File: src/rtl/spi_tx_queue.sv
// Transmit-side word queue for the SPI slave: buffers 64-bit words, presents the
// head word to the transmitter and retires it on each CS-rise pulse.
module spi_tx_queue #(
    parameter int unsigned DEPTH = 4,
    parameter int unsigned LVL_W = $clog2(DEPTH) + 1
) (
    input  logic             clk,
    input  logic             rst,
    input  logic             wr_en,
    input  logic [63:0]      wr_data,
    input  logic             flush,
    output logic             full,
    output logic [LVL_W-1:0] level,
    output logic             txd_en,
    output logic [63:0]      txd_data,
    input  logic             txd_flag,
    output logic [15:0]      ovf_cnt,
    output logic [15:0]      udr_cnt
);
    localparam int unsigned PTR_W = $clog2(DEPTH);

    localparam logic [1:0] ST_EMPTY = 2'd0;
    localparam logic [1:0] ST_LOAD  = 2'd1;
    localparam logic [1:0] ST_SHOW  = 2'd2;

    logic [63:0]      mem_q [DEPTH];
    logic [PTR_W-1:0] wr_ptr_q, wr_ptr_d;
    logic [PTR_W-1:0] rd_ptr_q, rd_ptr_d;
    logic [LVL_W-1:0] count_q, count_d;
    logic [1:0]       state_q, state_d;
    logic [63:0]      txd_data_q, txd_data_d;
    logic [15:0]      ovf_q, ovf_d;
    logic [15:0]      udr_q, udr_d;
    logic             wr_acc;
    logic             pop;

    assign full     = (count_q == LVL_W'(DEPTH));
    assign level    = count_q;
    assign txd_en   = (state_q == ST_SHOW);
    assign txd_data = txd_data_q;
    assign ovf_cnt  = ovf_q;
    assign udr_cnt  = udr_q;

    always_comb begin
        wr_acc     = wr_en && !full && !flush;
        pop        = txd_flag && (state_q == ST_SHOW) && !flush;
        wr_ptr_d   = wr_ptr_q;
        rd_ptr_d   = rd_ptr_q;
        count_d    = count_q;
        state_d    = state_q;
        txd_data_d = txd_data_q;
        ovf_d      = ovf_q;
        udr_d      = udr_q;
        if (flush) begin
            wr_ptr_d = '0;
            rd_ptr_d = '0;
            count_d  = '0;
            state_d  = ST_EMPTY;
        end else begin
            if (wr_acc) wr_ptr_d = wr_ptr_q + PTR_W'(1);
            if (pop)    rd_ptr_d = rd_ptr_q + PTR_W'(1);
            count_d = count_q + LVL_W'(wr_acc) - LVL_W'(pop);
            // A write while full is dropped even if a pop frees a slot this cycle.
            if (wr_en && full && ovf_q != '1)
                ovf_d = ovf_q + 16'd1;
            if (txd_flag && state_q != ST_SHOW && udr_q != '1)
                udr_d = udr_q + 16'd1;
            case (state_q)
                ST_EMPTY: if (count_q != '0) state_d = ST_LOAD;
                ST_LOAD: begin
                    txd_data_d = mem_q[rd_ptr_q];
                    state_d    = ST_SHOW;
                end
                ST_SHOW: if (pop) state_d = (count_d != '0) ? ST_LOAD : ST_EMPTY;
                default: state_d = ST_EMPTY;
            endcase
        end
    end

    always_ff @(posedge clk) begin
        if (rst) begin
            wr_ptr_q   <= '0;
            rd_ptr_q   <= '0;
            count_q    <= '0;
            state_q    <= ST_EMPTY;
            txd_data_q <= '0;
            ovf_q      <= '0;
            udr_q      <= '0;
        end else begin
            wr_ptr_q   <= wr_ptr_d;
            rd_ptr_q   <= rd_ptr_d;
            count_q    <= count_d;
            state_q    <= state_d;
            txd_data_q <= txd_data_d;
            ovf_q      <= ovf_d;
            udr_q      <= udr_d;
        end
    end

    // Storage is deliberately left out of reset.
    always_ff @(posedge clk) begin
        if (!rst && wr_acc)
            mem_q[wr_ptr_q] <= wr_data;
    end

endmodule

File: config.mk
export PLATFORM = sky130hd
export DESIGN_NAME = spi_tx_queue
export DESIGN_NICKNAME = d
export VERILOG_FILES = /design/src/rtl/spi_tx_queue.sv
export SDC_FILE = /design/constraint.sdc
export NUM_CORES = 1
export LEC_CHECK = 0
export CAP_MARGIN = 0
export CORE_UTILIZATION = 50
export CTS_CLUSTER_DIAMETER = 30
export DETAILED_ROUTE_END_ITERATION = 8
export PLACE_DENSITY_LB_ADDON = 0.12
export RECOVER_POWER = 25
export SLEW_MARGIN = 10
export SYNTH_ARGS = -nofsm -noshare
export SYNTH_HDL_FRONTEND = slang
export SYNTH_SLANG_ARGS = --single-unit
File: constraint.sdc
create_clock -name clk -period 7.6 [get_ports clk]
set_input_delay 2.28 -clock clk [delete_from_list [all_inputs] [get_ports clk]]
set_output_delay 2.28 -clock clk [all_outputs]
set_load 0.01 [all_outputs]
==> reports/qor.log <==
qor: drt.initialDrtViolationCount 556
qor: layout.synthesis_to_finish_area_growth 32.43%
qor: critical_path.cp_max_fo 8
qor: global_route.grt_max_degree 68
qor: clock_tree.clk-insertion-delay-late 540 ps
qor: synth.netlist.top_cell.by_area edfxtp_1
qor: layout.layout_common_cells 256 x edfxtp_1, 146 x nand2_1, 121 x clkdlybuf4s50_1, 103 x dfxtp_1, 87 x a21oi_1
qor: critical_path.worst-r2r-cell-count 11
qor: clock_tree.cts_tree done
qor: critical_path.critical_path.reg2reg.startpoint level[1]
qor: drt.post-route-drc-count 0
qor: clock_tree.cts.htree.levels 3
qor: synth.synth-xor-area-share 0.3221%
qor: sta.timing.setup.tns 0 ps
qor: layout.layout.cells.most_common edfxtp_1
qor: clock_tree.ctsRootBufferMaster clkbuf_16
qor: critical_path.timing.critical_path.required 8040 ps
qor: synth.syn-instance-count 872
qor: placed_design.place_congestion 0.8109
qor: synth.asyncSetResetFlopFracSynth 0%
qor: placed_design.dpl.hpwl 15.42 mm
qor: synth.yosysSeqAreaShare 72.00%
qor: sta.rsz_0062_raised_after_global_routing false
qor: layout.fin_nets 1150
qor: synth.syn-cell-area 13600 sq um
qor: synth.post_synth_num_cell_types 50
qor: synth.syn_nets 950
qor: layout.multi_input_comb_area 3621 sq um
qor: drt.via_per_inst 5.640
qor: placed_design.port_buffers 169
qor: sta.post-route-period-util 66.00%
qor: layout.regArea 9797 sq um
qor: sta.final.min_clock_period 5016 ps
qor: critical_path.timing.rr.end state_q[0]
qor: global_route.gr-total-overflow 0
qor: synth.combinational_family_with_the_most_area_after_synthesis multiplexers
qor: critical_path.critical_path_arrival 5460 ps
qor: synth.synth.top_cells.by_area edfxtp_1 57%, dfxtp_1 15%, mux4_2 11%
qor: critical_path.regToRegSetupSlack 4830 ps
qor: clock_tree.cts_resized 0
qor: critical_path.critPathLaunchType input port
qor: layout.final_util 68.32%
qor: drt.detail_route.wl_per_cell 19.66 um
qor: global_route.grtUsageTotal 21.30%
qor: clock_tree.cts.hold.buffers_added 0
qor: clock_tree.clock_sinks 361
qor: critical_path.setup.worst_path.start flush
qor: synth.ys_warn_count 0
qor: layout.fillCellCount 1793
qor: drt.wl 28.72 mm
qor: clock_tree.post_cts.repair.setup_buffers 0
qor: layout.final_layout_size_suffix_gt1_share 18.22%
qor: drt.dr_pass1_iterations 5
qor: floorplan.top_level_pins 170
qor: clock_tree.cts_made_buffers 69
qor: hold_path.hold_start txd_data[32]
qor: floorplan.die_y 166.9 um
qor: sta.slew_headroom 25.48%
qor: placed_design.post_dp_cell_area 15610 sq um
qor: sta.setup-violations-final 0
qor: synth.dominantRegCellSynth edfxtp_1
qor: synth.synth-simple-area-share 8.899%
qor: pwr.total_leakage_power 5.808 nW
qor: run_status.status finished, final reports clean
qor: floorplan.die_area 27860 sq um
qor: hold_path.worstHoldPathType flop to flop
qor: flow_run.max_cap_violations 0
qor: global_route.grt_first_pass_wirelength 45.77 mm
qor: clock_tree.clkTransAtPathRegs 40 ps
qor: layout.final_cell_area 18010 sq um
qor: critical_path.setup.worst_path.class input port to flop
qor: sta.timing.fmax 0.1994 GHz
qor: synth.synth.avg_cell_area 15.59 sq um
qor: hold_path.whs_endpoint txd_data[32]
qor: critical_path.worst_setup_path_end_kind flop
qor: synth.synth-compound-area-share 5.190%
qor: sta.hold_violations 0
qor: global_route.number_of_global_route_vias_before_repair 8533
qor: sta.tightestPinTransition 1109 ps
qor: sta.report.final.slew_viol_count 0
qor: floorplan.placement_rows 59
qor: floorplan.initial_utilization 51.59%
qor: drt.number_of_vias_in_the_routed_layout 8240
qor: global_route.antenna_found_initial 3
qor: synth.synth_adder_area_share 0.8834%
qor: sta.worst_hold_slack 448.3 ps
qor: pwr.cellPowerDensity 295.4 nW/um^2
qor: floorplan.chipWidth 166.9 um
qor: clock_tree.cts.path.max_buffers 3
qor: synth.synthDominantCellAreaShare 56.54%
qor: synth.synth_enable_flop_cells 256
qor: sta.layout_skew 14.75 ps
qor: floorplan.design.core.area 26350 sq um
qor: drt.postRouteAntennaNets 0
qor: pwr.power 5.319 mW
qor: synth.synth.mux.area_fraction 11.09%
qor: pwr.ir_worst_vdd 0.2329 mV
qor: hold_path.min_delay_path_depth 2
qor: synth.yosys_register_bits 361
## power breakdown
| part | internal (mW) | switching [mW] |
|---|---|---|
| Clock | 2.12 | 0.967 |
| Sequential | 2.13 | 0.00665 |
| Combinational | 0.0468 | 0.0558 |
## critical path, cell delays in order
cell and delay (ps):
clkdlybuf4s50_1 560, nor2b_1 530, nor2b_1 510, inv_1 130, ha_1 310, inv_1 50
ha_1 130, inv_1 50, fa_1 370, xor2_1 160, xnor2_1 160, a211oi_1 220
## layer usage
layer	vias to the layer above	routed length, um	track usage [%]
met5	-	17	0
met4	2	826	8.736
met3	75	1814	5.656
met2	274	14090	34.75
met1	4106	11960	27.11
li1	3783	-	-
## sequential cells by signal, summed over array words and instances (netlist names)
| name | cells |
|---|---|
| level | 3 |
| mem_q | 256 |
| ovf_cnt | 16 |
| rd_ptr_q | 2 |
| state_q | 2 |
| txd_data | 64 |
| udr_cnt | 16 |
| wr_ptr_q | 2 |
## per-stage QoR
stage	worst slack (ps)	cells
3_3_place_gp	2135	1336
3_5_place_dp	2063	1336
4_1_cts	2588	1460
6_report	2584	1461
2_1_floorplan	2597	872
5_1_grt	2356	1461
## cells in the mapped netlist, types with 9 or more instances
library cell and instances:
clkbuf_1 36, nand4_1 14, nor2_1 13, mux4_2 64, a21oi_1 87, nand3_1 9, and3_1 11, dfxtp_1 105
or4_1 10, nand2_1 146, inv_1 13, edfxtp_1 256, o31ai_1 12
## final cells by class
| type | instances | share of cell area (%) |
|---|---|---|
| antenna | 1 | 0.01390 |
| sequential | 361 | 54.41 |
| tap | 335 | 2.328 |
| multi-input combinational | 454 | 20.11 |
| clock inverter | 43 | 3.023 |
| clock buffer | 81 | 10.30 |
| timing repair buffer | 173 | 9.548 |
| inverter | 13 | 0.2710 |
## logic make-up after synthesis
logic type / count (synthesis)
flip-flops: 361
multiplexers: 70
AO/OA/AOI/OAI: 123
buffers and inverters: 57
XOR/XNOR: 5
AND/OR/NAND/NOR: 247
adder cells (fa/ha/maj): 9
## worst max path at each step
stage,slack [ps],cells past startpoint,end
finish,2580,12,state_q[0]
floorplan,2600,4,mem_q[0][0]
global placement,2140,12,state_q[0]
detailed placement,2060,12,state_q[0]
global route,2360,12,state_q[0]
CTS,2590,12,state_q[0]
Note: power is estimated with default switching activity, not from simulation.
